**config.mk**
```make
export PLATFORM = sky130hd
export DESIGN_NAME = seq_divider
export DESIGN_NICKNAME = d
export VERILOG_FILES = /design/src/rtl/seq_divider.sv
export SDC_FILE = /design/constraint.sdc
export NUM_CORES = 1
export LEC_CHECK = 0
export BUFFER_PORTS_ARGS = -buffer_cell sky130_fd_sc_hd__buf_2
export CAP_MARGIN = 20
export CORE_ASPECT_RATIO = 1.75
export CORE_MARGIN = 3
export CORE_UTILIZATION = 40
export DETAILED_ROUTE_END_ITERATION = 10
export GPL_ROUTABILITY_DRIVEN = 0
export SLEW_MARGIN = 20
export SYNTH_ARGS = -nofsm -noshare
export SYNTH_HDL_FRONTEND = slang
export SYNTH_SLANG_ARGS = --single-unit
export TNS_END_PERCENT = 5
```
**constraint.sdc**
```tcl
create_clock -name clk -period 3.9 [get_ports clk]
set_input_delay 0 -clock clk [delete_from_list [all_inputs] [get_ports clk]]
set_output_delay 0 -clock clk [all_outputs]
set_load 0.02 [all_outputs]
```
**src/rtl/seq_divider.sv**
```systemverilog
// Multi-cycle unsigned restoring divider, one quotient bit per clock.
// start/busy/done handshake; results registered and held until the next completion.
module seq_divider #(
    parameter int WIDTH = 16
) (
    input  logic             clk,
    input  logic             rst_n,
    input  logic             start,
    input  logic [WIDTH-1:0] dividend,
    input  logic [WIDTH-1:0] divisor,
    output logic [WIDTH-1:0] quotient,
    output logic [WIDTH-1:0] remainder,
    output logic             busy,
    output logic             done,
    output logic             div_by_zero
);

    typedef enum logic [1:0] {
        ST_IDLE = 2'd0,
        ST_RUN  = 2'd1,
        ST_DONE = 2'd2
    } state_t;

    localparam int            CW       = $clog2(WIDTH);
    localparam logic [CW-1:0] LAST_CNT = CW'(WIDTH - 1);

    state_t           state_r, state_s;
    logic [WIDTH-1:0] q_r, q_s;
    logic [WIDTH-1:0] dvsr_r, dvsr_s;
    logic [CW-1:0]    cnt_r, cnt_s;
    logic [WIDTH-1:0] quot_s, remo_s;
    logic             dbz_s, busy_s, done_s;
    logic [WIDTH:0]   sh_s, diff_s;
    // The partial remainder always stays below the divisor, so its
    // (WIDTH+1)-th bit is never set once stored and is not kept.
    logic [WIDTH-1:0] rem_r, rem_s;

    // Next-state, datapath iteration and next output values
    always_comb begin
        sh_s    = {rem_r, q_r[WIDTH-1]};
        diff_s  = sh_s - {1'b0, dvsr_r};
        state_s = state_r;
        q_s     = q_r;
        rem_s   = rem_r;
        dvsr_s  = dvsr_r;
        cnt_s   = cnt_r;
        quot_s  = quotient;
        remo_s  = remainder;
        dbz_s   = div_by_zero;
        case (state_r)
            ST_IDLE: begin
                if (start) begin
                    if (divisor == {WIDTH{1'b0}}) begin
                        quot_s  = {WIDTH{1'b1}};
                        remo_s  = dividend;
                        dbz_s   = 1'b1;
                        state_s = ST_DONE;
                    end else begin
                        dvsr_s  = divisor;
                        q_s     = dividend;
                        rem_s   = {WIDTH{1'b0}};
                        cnt_s   = {CW{1'b0}};
                        state_s = ST_RUN;
                    end
                end else begin
                    state_s = ST_IDLE;
                end
            end
            ST_RUN: begin
                // MSB of the difference is the borrow: clear means the subtract fits
                if (diff_s[WIDTH] == 1'b0) begin
                    rem_s = diff_s[WIDTH-1:0];
                    q_s   = {q_r[WIDTH-2:0], 1'b1};
                end else begin
                    rem_s = sh_s[WIDTH-1:0];
                    q_s   = {q_r[WIDTH-2:0], 1'b0};
                end
                cnt_s = cnt_r + CW'(1);
                if (cnt_r == LAST_CNT) begin
                    quot_s  = q_s;
                    remo_s  = rem_s;
                    dbz_s   = 1'b0;
                    state_s = ST_DONE;
                end else begin
                    state_s = ST_RUN;
                end
            end
            ST_DONE: begin
                state_s = ST_IDLE;
            end
            default: begin
                state_s = ST_IDLE;
            end
        endcase
        busy_s = (state_s == ST_RUN);
        done_s = (state_s == ST_DONE);
    end

    // State, working registers and registered outputs
    always_ff @(posedge clk or negedge rst_n) begin
        if (!rst_n) begin
            state_r     <= ST_IDLE;
            q_r         <= {WIDTH{1'b0}};
            rem_r       <= {WIDTH{1'b0}};
            dvsr_r      <= {WIDTH{1'b0}};
            cnt_r       <= {CW{1'b0}};
            quotient    <= {WIDTH{1'b0}};
            remainder   <= {WIDTH{1'b0}};
            div_by_zero <= 1'b0;
            busy        <= 1'b0;
            done        <= 1'b0;
        end else begin
            state_r     <= state_s;
            q_r         <= q_s;
            rem_r       <= rem_s;
            dvsr_r      <= dvsr_s;
            cnt_r       <= cnt_s;
            quotient    <= quot_s;
            remainder   <= remo_s;
            div_by_zero <= dbz_s;
            busy        <= busy_s;
            done        <= done_s;
        end
    end

endmodule

```
==> results.cfg, run 1 <==
[run_status]
outcome = completed

[placed_design]
hpwl_mm = 9.40
dpl-instance-area_mm2 = 0.00522
dp.cells = 691
place_ws_ns = 0.995
numPortBuffers = 69

[worst_setup_path]
path_cells = inv_1 > ha_1 > fa_1 > nand2b_1 > a21o_1 > a211oi_1 > o22ai_1 > xnor2_1 > a22o_1 > o22a_1
crit_path_max_incr_delay_ns = 0.52
critPathLaunch = q_r[15]
crit_arrival_ns = 3.14
crit_type = reg2reg
crit_required_ns = 4.12
cp_slowest_cell = a211oi_1
cp_max_fo = 4
path_buf_inv = 1
r2r-start = q_r[15]
cp-start-kind = flip-flop
path_delay_family = compound AO/OA/AOI/OAI gates
end_kind = flip-flop

[cells_and_area]
areaGrowthSynthToFinish_pct = 22.7
multi_input_area_mm2 = 0.00234
drive_above_1_share_pct = 17.8
num-fill-cells = 1076
stdcell_count = 729
register_area_mm2 = 0.00223
finalNetCount = 645
fin_area_mm2 = 0.00576
num_antenna_cells = 0

[synth]
yosys_warnings = 0
yosysUniqueCellTypes = 54
syn_avg_cell_area_um2 = 9.32
synth.area.top_cells = dfrtp_1 47%, nand2_1 7.3%, o21ai_0 5.4%
yosysSeqAreaShare_pct = 47.4
syn_area_mm2 = 0.00470
synth-main-ff-cell = dfrtp_1
synth_top_area_share_pct = 47.4
synth-edff-count = 0
synth_top_area_cell = dfrtp_1
async_flop_share_pct = 100
synth_nets = 557
synthCells = 504
ys_ff_latch = 89

[die]
die_area_mm2 = 0.0131
core-area_mm2 = 0.0113
ios = 70
rows = 51
die_h_um = 149
die_w_um = 87.9
start_util_pct = 41.6

[route]
vias_per_cell = 5.50
drt_iter0_markers = 228
drtAntennaViolNets = 0
dr_total_vias = 4013
wirelength_mm = 12.5
met1_length_mm = 5.12
top_layer = met4
drc = 0
drt_first_pass_iters = 4
wl_met2_mm = 6.68
drt-wirelength-per-cell_um = 17.1
met3_length_um = 351

[global_route]
grt_pass1_vias = 4128
antenna_found_initial = 0
grt_max_degree = 65
grt_usage_pct = 20.4
overflow = 0
grt_pass1_wl_mm = 20.8

[sta]
fmax_mhz = 343
clock_skew_ns = 0.00506
fin_crit_ns = 2.92
maxSlewViolCount = 0
rsz0062_at_grt = false
hold_viol = 0
setup_viol_count_final = 0
worstMarginPinSlew_ns = 0.827
fin_tns_setup_ns = 0
post-route-period-util_pct = 74.8
setup_slack_ns = 0.984
max_slew_margin_pct = 44.9

[clocking]
cts_tree = built
clk_pin_slew_ns = 0.06
cts_resized = 0
numCtsBuffers = 9
clkSinkCount = 89
ctsRootBufferMaster = clkbuf_16
h-tree-depth = 3
clock_path_buffers = 2
clkLatencyLatePin_ns = 0.34
post-cts-setup-buffer-count = 0

[power_and_ir_drop]
p_leak_nw = 2.71
powerDensity_mw_per_mm2 = 1070
finalPower_mw = 6.16
ir_drop_mv = 0.456

[min_path]
hold_start = dividend[6]
min_path_type = in2reg

[run]
maxCapViolCount = 0
==> flip-flops by register name, indices dropped and copies added, names as in the netlist <==
signal       cells
state_r          2
rem_r           16
dvsr_r          16
quotient        16
remainder       16
div_by_zero      1
busy             1
cnt_r            4
done             1
q_r             16
==> synth_stat cells, types with 2 or more instances <==
cell type,instances
buf_2,2
ha_1,17
nand3_1,9
clkbuf_1,20
nor4_1,5
mux2_2,2
xor2_1,3
nand2b_1,8
dfrtp_1,89
a211oi_1,2
nor2_1,19
a211o_1,2
a21oi_2,2
nand2_1,91
a21oi_1,38
o21ai_1,2
and3_1,2
a31oi_1,5
xnor2_1,5
o21a_1,5
o211ai_1,2
a21o_1,27
nand4_1,4
mux2i_1,7
nor3_1,5
o21ai_0,51
o22a_1,23
or3_1,6
inv_1,21
a22o_1,5
nor4b_1,2
==> worst min-delay path, cell delays in order <==
cell and delay [ns]:
buf_2 0.07, nand2_1 0.05, nand2_1 0.07, o22a_1 0.11
==> logic make-up (layout without fill, tap and decap cells) <==
| group | after synthesis | count (layout) | synth area share, % |
|---|---|---|---|
| AOI/OAI and AO/OA | 179 | 179 | 25.4 |
| xor gates and xnor gates | 8 | 8 | 1.49 |
| adders and majority gates | 18 | 18 | 4.95 |
| buffers and inverters | 43 | 136 | 3.49 |
| DFF | 89 | 89 | 47.4 |
| muxes | 9 | 9 | 1.97 |
| and+or+nand+nor | 158 | 158 | 15.3 |
==> report_power, final <==
group          switching [mW]  internal, mW
sequential              0.296          1.37
combinational            2.12          1.44
clock                   0.356         0.581
total                    2.77          3.39
==> final cells by class <==
cell class	instances	area share [%]
multi-input cells	372	40.6
flip-flops and latches	89	38.6
repair buffers	99	10.9
clock buffers	12	4.28
well taps	132	2.87
inverters	21	1.37
clock inverters	4	1.32
==> metal layers <==
metal	vias up	GRT usage, %
met4	0	7.83
met1	1925	24.3
met3	16	2.43
met5	-	0
met2	83	36.6
li1	1989	-
==> path summary, 6_finish.rpt <==
path                                 end  slack, ns  depth (start not counted)
min reg2reg                  quotient[5]       0.48                          1
max in group asynchronous         q_r[0]       2.69                          3
min                         remainder[6]      0.004                          4
min in group asynchronous      dvsr_r[0]       0.31                          2
max                        remainder[12]       0.98                         10
max reg2reg                remainder[12]       0.98                         10
==> cells in the final DEF (no fill, tap or decap), drive strengths merged, types with 3 or more instances in the layout <==
cell,instances
o22a,23
o211ai,3
clkbuf,12
nor4,6
mux2i,7
a31oi,6
nand2b,8
o21a,5
nand2,91
dlygate4sd3,22
nor3,5
a21oi,40
or3,6
xor2,3
nand3,9
inv,21
xnor2,5
buf,77
nand4,5
nor2,20
ha,17
o21ai,53
dfrtp,89
a21o,27
a22o,5
==> per-stage QoR <==
step / utilization (%) / hold slack, ns
6_report: 51.0 / 0.00356
5_1_grt: 51.0 / 0.0208
4_1_cts: 50.9 / 0.000511
3_5_place_dp: 46.2 / 0.167
3_3_place_gp: 46.2 / 0.151
2_1_floorplan: - / -0.296
==> what timing repair did <==
item	in CTS	in global routing
hold buffers	21	1
endpoints found under the hold margin	84	1
endpoints found under the setup margin	0	0
Note: power is estimated with default switching activity, not from simulation.
==> run 2: changes to the inputs <==
Clock period 3.9 ns to 2.6 ns, I/O delays scaled along.
==> run 2 against run 1 <==
  * Register-to-register slack worse by 0.89 ns
  * Clock-buffer cell count unchanged
  * Global-route usage up 0.92 points
  * Die area unchanged
  * Total power up 64%
  * Maximum frequency up 16%
  * Sequential power up 49%
  * Cell area up 7.3%
  * Core utilization up 3.7 points
  * Via count up 6.6%
  * First-iteration DRC count down 3.5%
  * Wire length up 7.1%
  * Critical path type unchanged
  * Critical endpoint unchanged
  * Largest cell class unchanged
==> results.cfg, run 2 (synthesis results as in run 1) <==
[power_and_ir_drop]
p_leak_nw = 2.91
powerDensity_mw_per_mm2 = 1630
finalPower_mw = 10.1
ir_drop_mv = 0.744

[clocking]
clkSinkCount = 89
ctsRootBufferMaster = clkbuf_16
h-tree-depth = 3
clk_pin_slew_ns = 0.07
clkLatencyLatePin_ns = 0.34
clock_path_buffers = 2
cts_tree = built
numCtsBuffers = 9

[sta]
setup_viol_count_final = 0
maxSlewViolCount = 0
fin_tns_setup_ns = 0
rsz0062_at_grt = true
post-route-period-util_pct = 96.6
fin_crit_ns = 2.51
setup_slack_ns = 0.0896
clock_skew_ns = 0.0106
fmax_mhz = 398
max_slew_margin_pct = 59.4
worstMarginPinSlew_ns = 0.610
hold_viol = 0

[global_route]
grt_usage_pct = 21.3
use_met3_pct = 3.92
grt_pass1_vias = 4371
met2_usage_pct = 37.7
met1_usage_pct = 25.0
antenna_found_initial = 0
grt.busiest_layer = met2
grt_max_degree = 48
grt_pass1_wl_mm = 21.6
overflow = 0

[worst_setup_path]
crit_arrival_ns = 2.74
crit_type = reg2reg
cp-start-kind = flip-flop
path_cells = inv_1 > ha_2 > fa_2 > nand2b_4 > a21o_4 > a211oi_2 > buf_4 > o22ai_2 > xnor2_2 > a22o_1 > o22a_1
path_buf_inv = 2
r2r-end = remainder[12]
rrSetupSlack_ns = 0.09
cp_slowest_cell = fa_2
path_delay_family = compound AO/OA/AOI/OAI gates
crit_path_max_incr_delay_ns = 0.36
crit_required_ns = 2.83
cp_max_fo = 3
worstRegToRegCells = 11
r2r-start = q_r[15]
end_kind = flip-flop

[placed_design]
place_ws_ns = -0.170
numPortBuffers = 69
hpwl_mm = 10.1

[cells_and_area]
areaGrowthSynthToFinish_pct = 31.7
num_antenna_cells = 0
drive_above_1_share_pct = 26.1
finalNetCount = 681
final_cell_mix = 91 x nand2_1, 89 x dfrtp_1, 68 x buf_2, 51 x o21ai_0, 43 x buf_4
layout_commonest_cell = nand2_1
num-fill-cells = 1037

[die]
ios = 70
die_h_um = 149
die_w_um = 87.9
rows = 51
start_util_pct = 41.6
core-area_mm2 = 0.0113
die_area_mm2 = 0.0131

[route]
drtAntennaViolNets = 0
drt-wirelength-per-cell_um = 17.4
drt_first_pass_iters = 5
wirelength_mm = 13.3
drc = 0
drt_iter0_markers = 220
vias_per_cell = 5.59
dr_total_vias = 4278

[min_path]
whs_endpoint = remainder[4]
min_path_type = in2reg
hold_start = dividend[4]
hold_path_depth = 4

[run]
maxCapViolCount = 0

[run_status]
outcome = completed
-- run 2: final cells by class --
cell class	instances	area (um^2)	area share (%)
multi-input cells	372	2480	40.1
well taps	132	165	2.67
repair buffers	135	923	14.9
inverters	21	78.8	1.27
flip-flops and latches	89	2230	36.0
clock inverters	4	51.3	0.829
clock buffers	12	256	4.15
-- run 2: worst register-to-register path: stages (launching register included) --
cell      delay, ns
dfrtp_1        0.34
inv_1          0.05
ha_2           0.19
fa_2           0.36
nand2b_4       0.16
a21o_4         0.22
a211oi_2       0.25
buf_4          0.17
o22ai_2        0.07
xnor2_2        0.17
a22o_1         0.26
o22a_1         0.17
-- run 2: report_power, final --
group / internal [mW] / total (mW) / switching (mW) / leakage, nW
combinational: 2.76 / 6.28 / 3.52 / 1.67
sequential: 2.05 / 2.49 / 0.436 / 1.09
clock: 0.798 / 1.34 / 0.547 / 0.149
-- run 2: layer usage --
metal / up-vias / wire length (um)
li1: 2065 / -
met1: 2105 / 5330
met2: 83 / 7210
met3: 25 / 449
met4: 0 / 354
met5: - / 0
-- run 2: per-stage QoR --
stage / hold WS (ns) / area (um^2) / cells / utilization [%]
final: 0.0102 / 6190 / 765 / 54.8
after detailed placement: 0.0525 / 5500 / 725 / 48.7
after CTS: 0.00790 / 6080 / 765 / 53.8
after global routing: 0.0298 / 6190 / 765 / 54.8
after global placement: 0.0569 / 5500 / 725 / 48.7
after floorplan: -0.296 / 4700 / 504 / -
-- run 2: how the worst max path moves through the flow --
stage                               end  startpoint  depth (start not counted)
after CTS                 remainder[11]    rem_r[9]                          9
after global routing      remainder[14]     q_r[15]                         12
final                     remainder[12]     q_r[15]                         11
after detailed placement  remainder[12]     q_r[15]                         11
after global placement    remainder[12]     q_r[15]                         11
after floorplan           remainder[12]     q_r[15]                         10
-- run 2: repair_timing --
item                       4_1_cts  5_1_grt
hold endpoints to repair        67        0
gates resized for setup          7       19
pin swaps                        6        5
hold buffers                    22        0
buffers inserted                 2        0
setup endpoints to repair        3       28
==> run 3: changes to the inputs <==
Settings changed: REMOVE_ABC_BUFFERS set to 1.
==> run 3 against run 2 <==
  * Worst setup slack worse by 0.027 ns
  * Sequential cell count unchanged
  * Critical path depth shrank 2
  * First-iteration DRC count down 52%
  * Global-route usage down 0.47 points
  * Critical endpoint is now remainder[15]
  * Highest routed layer unchanged
==> results.cfg, run 3 (synthesis results as in run 1) <==
[global_route]
grt_max_degree = 54
grt_pass1_wl_mm = 21.3
grt_usage_pct = 20.8
overflow = 0
antenna_found_initial = 0
grt_pass1_vias = 4354

[sta]
rsz0062_at_grt = true
setup_viol_count_final = 0
fin_tns_setup_ns = 0
maxSlewViolCount = 0
fin_crit_ns = 2.54
worstMarginPinSlew_ns = 0.729
clock_skew_ns = 0.00914
fmax_mhz = 394
hold_viol = 0
max_slew_margin_pct = 51.4
setup_slack_ns = 0.0626
post-route-period-util_pct = 97.6

[worst_setup_path]
critPathLaunch = rem_r[12]
cp_slowest_cell = dfrtp_1
r2r-end = remainder[15]
worstRegToRegCells = 9
rrSetupSlack_ns = 0.06
crit_arrival_ns = 2.74
end_kind = flip-flop
path_cells = ha_1 > nand4_2 > nor3_2 > a21boi_2 > nor4_4 > buf_4 > nor2_2 > mux2i_1 > o21ai_0
crit_required_ns = 2.81
crit_path_max_incr_delay_ns = 0.42
r2r-start = rem_r[12]
path_buf_inv = 1
cp_max_fo = 6
crit_type = reg2reg
cp_num_cells = 9
path_delay_family = simple AND/OR/NAND/NOR gates
cp-start-kind = flip-flop
cp-endpoint = remainder[15]

[die]
start_util_pct = 41.6
die_h_um = 149
die_area_mm2 = 0.0131
rows = 51
ios = 70
die_w_um = 87.9
core-area_mm2 = 0.0113

[clocking]
clk_pin_slew_ns = 0.07
clkSinkCount = 89
clkLatencyLatePin_ns = 0.34
h-tree-depth = 3
cts_tree = built
clock_path_buffers = 2
ctsRootBufferMaster = clkbuf_16
numCtsBuffers = 9

[route]
drt_iter0_markers = 106
drtAntennaViolNets = 0
drc = 0
wirelength_mm = 12.9
dr_total_vias = 4176
vias_per_cell = 5.47
drt-wirelength-per-cell_um = 16.9
drt_first_pass_iters = 4

[cells_and_area]
fin_area_mm2 = 0.00614
areaGrowthSynthToFinish_pct = 30.7
final_cell_mix = 89 x nand2_1, 89 x dfrtp_1, 68 x buf_2, 51 x o21ai_0, 38 x buf_4
finalNetCount = 680
num_antenna_cells = 0
stdcell_count = 764
drive_above_1_share_pct = 24.5

[placed_design]
hpwl_mm = 9.57
place_ws_ns = -0.0277
numPortBuffers = 69
dp.cells = 720
dpl-instance-area_mm2 = 0.00546

[run]
maxCapViolCount = 0

[run_status]
outcome = completed

[power_and_ir_drop]
ir_drop_mv = 0.623
p_leak_nw = 2.90
powerDensity_mw_per_mm2 = 1620

[min_path]
hold_start = dividend[4]
min_path_type = in2reg
==> run 3: cell types whose count changed in the layout (fill, tap and decap cells not counted), sizes merged <==
cell         change
dlygate4sd3      +4
clkbuf           -2
buf              -5
inv              +2
==> run 3: metal layers <==
metal | up-vias | global-route usage, % | share of wire (%)
li1 | 2060 | - | -
met1 | 2011 | 24.4 | 40
met2 | 86 | 37.3 | 54
met3 | 19 | 3.04 | 3.3
met4 | 0 | 8.22 | 2.3
met5 | - | 0 | 0
==> run 3: final cells by class <==
| class | count | area (um^2) |
|---|---|---|
| well taps | 132 | 165 |
| inverters | 21 | 78.8 |
| clock buffers | 10 | 239 |
| clock inverters | 6 | 65.1 |
| fillers | 1036 | 5150 |
| multi-input cells | 372 | 2440 |
| flip-flops and latches | 89 | 2230 |
| repair buffers | 134 | 926 |
==> run 3: worst min-delay path by stage <==
| stage | endpoint | slack (ns) | depth (start not counted) |
|---|---|---|---|
| 6_report | remainder[4] | 0.01 | 4 |
| 5_1_grt | remainder[4] | 0.02 | 4 |
| 4_1_cts | remainder[11] | 0.0006 | 3 |
| 3_5_place_dp | dvsr_r[3] | 0.11 | 1 |
| 3_3_place_gp | dvsr_r[1] | 0.10 | 1 |
| 2_1_floorplan | busy | -0.30 | 0 |
==> run 3: power by group <==
group	switching (mW)	leakage [nW]	internal (mW)
registers	0.443	1.09	2.05
logic	3.44	1.66	2.66
clock network	0.564	0.149	0.775
total	4.45	2.90	5.49
==> run 3: worst min-delay path, delay by kind of cell <==
kind | cells | cell delay [ns]
simple gates | 2 | 0.13
compound gates | 1 | 0.11
buf+inv | 1 | 0.08
==> run 3: per-stage QoR <==
stage                     hold slack [ns]  util [%]  total power, mW
after global placement              0.101      48.4             8.13
after global routing               0.0231      54.4             10.7
after CTS                        0.000604      53.4             9.68
after detailed placement            0.111      48.4             8.23
after floorplan                    -0.296         -             6.30
final                              0.0129      54.4             9.94
==> run 3: timing repair <==
| action | in CTS | in global routing |
|---|---|---|
| endpoints found under the hold margin | 78 | 0 |
| buffers inserted | 0 | 2 |
| endpoints found under the setup margin | 4 | 31 |
| hold buffers | 26 | 0 |
| pin swaps | 1 | 7 |
| resized for setup | 1 | 19 |
